===== config.mk =====
export PLATFORM = sky130hd
export DESIGN_NAME = decoder_3_8
export DESIGN_NICKNAME = d
export VERILOG_FILES = /design/src/rtl/decoder_3_8.sv
export SDC_FILE = /design/constraint.sdc
export NUM_CORES = 1
export LEC_CHECK = 0
export ABC_AREA = 1
export CORE_MARGIN = 4
export CORE_UTILIZATION = 30
export CTS_CLUSTER_SIZE = 20
export DETAILED_ROUTE_END_ITERATION = 8
export PLACE_DENSITY = 0.61
export SLEW_MARGIN = 0
export SYNTH_ARGS = -nofsm -noshare
export SYNTH_HDL_FRONTEND = slang
export SYNTH_SLANG_ARGS = --single-unit

===== constraint.sdc =====
create_clock -name clk -period 0.9 [get_ports clk]
set_input_delay 0.135 -clock clk [delete_from_list [all_inputs] [get_ports clk]]
set_output_delay 0.135 -clock clk [all_outputs]
set_load 0.02 [all_outputs]

===== src/rtl/decoder_3_8.sv =====
// ============================================================================
//  Module      : decoder_3_8
//  Description : 3-to-8 binary-to-one-hot decoder. Provides a combinational
//                decode (y) for glue logic and an enable-gated registered
//                copy (y_q) with a valid flag for pipelined consumers.
//  Revision    : 1.0 - initial release
// ============================================================================
`default_nettype none

module decoder_3_8 #(
    parameter logic [7:0] Y_Q_RESET = 8'h00
) (
    input  logic       clk,
    input  logic       rst_n,
    input  logic [2:0] a,
    input  logic       en,
    output logic [7:0] y,
    output logic [7:0] y_q,
    output logic       y_q_vld
);

    // Pure one-hot decode of the select code; no storage, depends on a only.
    always_comb begin
        y    = 8'h00;
        y[a] = 1'b1;
    end

    // Capture the decode when enabled; the valid flag is sticky until reset.
    always_ff @(posedge clk or negedge rst_n) begin
        if (!rst_n) begin
            y_q     <= Y_Q_RESET;
            y_q_vld <= 1'b0;
        end else if (en) begin
            y_q     <= y;
            y_q_vld <= 1'b1;
        end
    end

endmodule

`default_nettype wire


After elaboration in Yosys (flattened, before gate mapping) --
Cells that the tools add are included. Widths: inputs -> output; s select.
Cells by class: $lt $le $gt $ge 2, multiplexer cells 2, reductions and logical operators 1
Operators with widths (count):
- $lt 3x4->1 const B | 1
- $demux 1 s3 | 1
- $ge 3x1->1 const B | 1
- $logic_and 1x1->1 | 1
- $mux 1 | 1
Storage, ports and cells: flip-flop bits (word level) 9, input bits 6, output and inout bits 17

Depth between registers and ports, before layout --
word-level depth 4, mapped depth 4, gate-level depth less buffers 3

Worst setup path after synthesis --
OpenSTA, ideal clock, no wires.
path type input-to-output, from input port a[0], to output port y[0], arrival time 784 ps, data required time 765 ps, setup slack -19 ps, stages on the path 2, cells stage by stage buf_6 -> nor3_1
On the way: cells in the longest elaborated chain, start to end 4, elaborated cells on any way between the ends 5, those cells by class 2 x order compare; 2 x mux; 1 x reduce/logical
RTL lines:
- from (decl) | line 15 | input logic [2:0] a,
- $lt 3x4->1 (implied by the code) or $ge 3x1->1 (tied branches) | line 25 | y[a] = 1'b1;
- $logic_and 1x1->1 (implied by the code) | line 25
- $mux 1 (implied by the code) | line 25
- $demux 1 s3 * | line 25
- to (decl) | line 17 | output logic [7:0] y,
Mark *: on every way between the ends. The rest lies on a longest branch, timed or not.

Worst setup path in the final report --
from register y_q[5], to output port y_q[5]
RTL lines:
- from (decl) | line 18 | output logic [7:0] y_q,
- from (signal assigned) | line 34 | y_q <= y;
No word-level cell between the ends.

==> flow_metrics.env <==
export IMPL_status="complete, but fails checks"
export IMPL_violations="negative setup slack"
export IMPL_initial_core_util=0.331
export IMPL_final_cell_area_um2=901
export IMPL_synth_area_leader_cell="dfrtp_1"
export IMPL_finalMaxSlewViolations=0
export IMPL_placed_area_um2=832
export IMPL_rows=14
export IMPL_clk_pin_slew_worst_paths_ps=60
export IMPL_first_pass_iters=4
export IMPL_gr_usage_all_layers=0.112
export IMPL_fill_cells=142
export IMPL_detail_route_antenna_nets=0
export IMPL_hold_slack_ps=160
export IMPL_leakage_nw=0.461
export IMPL_path_max_fanout=2
export IMPL_clk_insertion_delay_late_ps=260
export IMPL_synthTopCellsByArea="dfrtp_1 (44%), nand2_1 (11%), nor3_2 (9.7%), buf_6 (8.7%), nand4_1 (6.1%)"
export IMPL_total_power_mw=1.07
export IMPL_tns_ps=-162
export IMPL_drc=0
export IMPL_cp_arrival_ps=810
export IMPL_setup_viol=9
export IMPL_synth_seq_cells=9
export IMPL_synth_top_area_share=0.436
export IMPL_fmax_mhz=1060
export IMPL_path_buf_inv=1
export IMPL_coreArea_mm2=0.00156
export IMPL_design_portCount=23
export IMPL_synth_ff_type="dfrtp_1"
export IMPL_final_net_count=97
export IMPL_synth_distinct_cells=15
export IMPL_syn_inst=51
export IMPL_synth_edf_count=0
export IMPL_fin_crit_ps=940
export IMPL_overflow=0
export IMPL_layout_drive_gt1_share=0.600
export IMPL_vdd_drop_max_mv=0.847
export IMPL_antenna_found_initial=0
export IMPL_diodes=0
export IMPL_hold_class="in -> async"
export IMPL_syn_avg_cell_area_um2=10.1
export IMPL_worst_pin_slew_ps=155
export IMPL_cp_cell_sequence="buf_6"
export IMPL_clock_skew_ps=0
export IMPL_wl_um=1230
export IMPL_vias=481
export IMPL_chipHeight_um=49.5
export IMPL_drv_cap=0
export IMPL_cts_tree="done"
export IMPL_critPathTopFamily="flip-flops"
export IMPL_cp_start_kind="flip-flop"
export IMPL_synth_commonest_cells="nand2_1 (15), dfrtp_1 (9), nand4_1 (5), nor3_2 (5), buf_6 (4)"
export IMPL_routedWlPerCell_um=11.6
export IMPL_dp_hpwl_um=896
export IMPL_synthToLayoutAreaGrowth_pct=74.3
export IMPL_grt_pass1_vias=448
export IMPL_port_buffers=22
export IMPL_hold_viol_final=0
export IMPL_cpMaxStageDelayCell="dfrtp_1"
export IMPL_rsz0062_at_grt="true"
export IMPL_cts_buffers=3
export IMPL_crit_path_end_kind="primary output"
export IMPL_die_area_mm2=0.00245
export IMPL_grt_max_degree=10
export IMPL_period_share=1.04
export IMPL_cts_root_buf="clkbuf_4"
export IMPL_setup_worst_path_class="reg -> out"
export IMPL_required_ps=760
export IMPL_cts_sinks=9
export IMPL_critical_path_max_stage_delay_ps=400
export IMPL_grt_pass1_wl_um=2060
export IMPL_yosysSeqAreaShare=0.436
export IMPL_syn_area_um2=517
export IMPL_drt_initial_drc_count=12
export IMPL_gp_congestion=0.703
export IMPL_worst_slack_ps=-40.5
export IMPL_max_slew_margin=0.896
export IMPL_viasPerCell=4.54
export IMPL_cts_htree_levels=1
export IMPL_yosysMostFrequentCell="nand2_1"
export IMPL_die_w_um=49.5
export IMPL_ys_warn_count=0
export IMPL_async_reset_ff_frac=1.00
export IMPL_power_density_cell_area_mw_per_mm2=1180
export IMPL_syn_num_nets=57
export IMPL_clock_path_buffers=2
-- flip-flops by register name (all words and copies together), names as in the netlist --
signal and cells:
y_q 8, y_q_vld 1
-- kinds of logic after synthesis --
kind of cell           Yosys count  synth area share
buffers and inverters            9             0.153
flip-flops                       9             0.436
AO/OA/AOI/OAI                    1            0.0170
AND/OR/NAND/NOR                 32             0.395
-- worst paths after layout --
path                                    start                  to  slack [ps]  depth (start not counted)
setup / recovery           y_q[5]$_DFFE_PN0P_              y_q[5]         -40                          1
hold / removal                          rst_n  y_q[7]$_DFFE_PN0P_         160                          2
setup reg to reg           y_q[3]$_DFFE_PN0P_  y_q[3]$_DFFE_PN0P_         170                          3
hold reg to reg            y_q[7]$_DFFE_PN0P_  y_q[7]$_DFFE_PN0P_         500                          2
max in group asynchronous               rst_n  y_q[1]$_DFFE_PN0P_         600                          2
min in group clk                         a[0]  y_q[7]$_DFFE_PN0P_         340                          5
-- per-layer routing --
| metal | GRT usage | wire length, um | vias up |
|---|---|---|---|
| met4 | 0.0276 | 9 | 0 |
| met2 | 0.172 | 582 | 18 |
| met1 | 0.136 | 508 | 215 |
| met5 | 0 | 0 | - |
| li1 | - | - | 246 |
| met3 | 0.0602 | 128 | 2 |
-- layout by cell type (no fill, tap or decap) --
| cell | netlist | routed |
|---|---|---|
| buf_12 | 0 | 2 |
| buf_2 | 0 | 4 |
| buf_4 | 0 | 17 |
| buf_6 | 4 | 14 |
| clkbuf_1 | 0 | 1 |
| clkbuf_4 | 0 | 3 |
| clkdlybuf4s50_1 | 0 | 2 |
| dfrtp_1 | 9 | 9 |
| inv_1 | 1 | 1 |
| inv_2 | 1 | 1 |
| inv_6 | 3 | 3 |
| nand2_1 | 15 | 15 |
| nand3_1 | 2 | 2 |
| nand3_4 | 1 | 1 |
| nand4_1 | 5 | 5 |
| nor2_4 | 1 | 1 |
| nor3_2 | 5 | 4 |
| nor3_4 | 1 | 3 |
| o21ai_2 | 1 | 1 |
| or2_1 | 1 | 1 |
-- stage by stage --
step	util	std cells	setup slack (ps)
floorplan	-	51	113
global placement	0.534	97	-830
detailed placement	0.534	97	-857
CTS	0.566	104	-47.4
global route	0.578	106	-70.9
finish	0.578	106	-40.5
-- power by group --
group	internal, mW	leakage (nW)	switching (mW)
logic	0.159	0.329	0.161
clock network	0.171	0.0150	0.135
registers	0.425	0.117	0.0143
-- what timing repair did --
item,CTS,global route
hold buffers,0,0
buffers inserted,3,2
gates resized for setup,109,3
pin swaps,5,1
endpoints found under the setup margin,24,13
-- final cells by class --
type	count	area, um^2	area share
clock buffers	4	26.3	0.0292
well taps	16	20.0	0.0222
flip-flops and latches	9	225	0.250
multi-input cells	33	230	0.256
repair buffers	39	365	0.406
inverters	5	33.8	0.0375
Note: power is estimated with default switching activity, not from simulation.
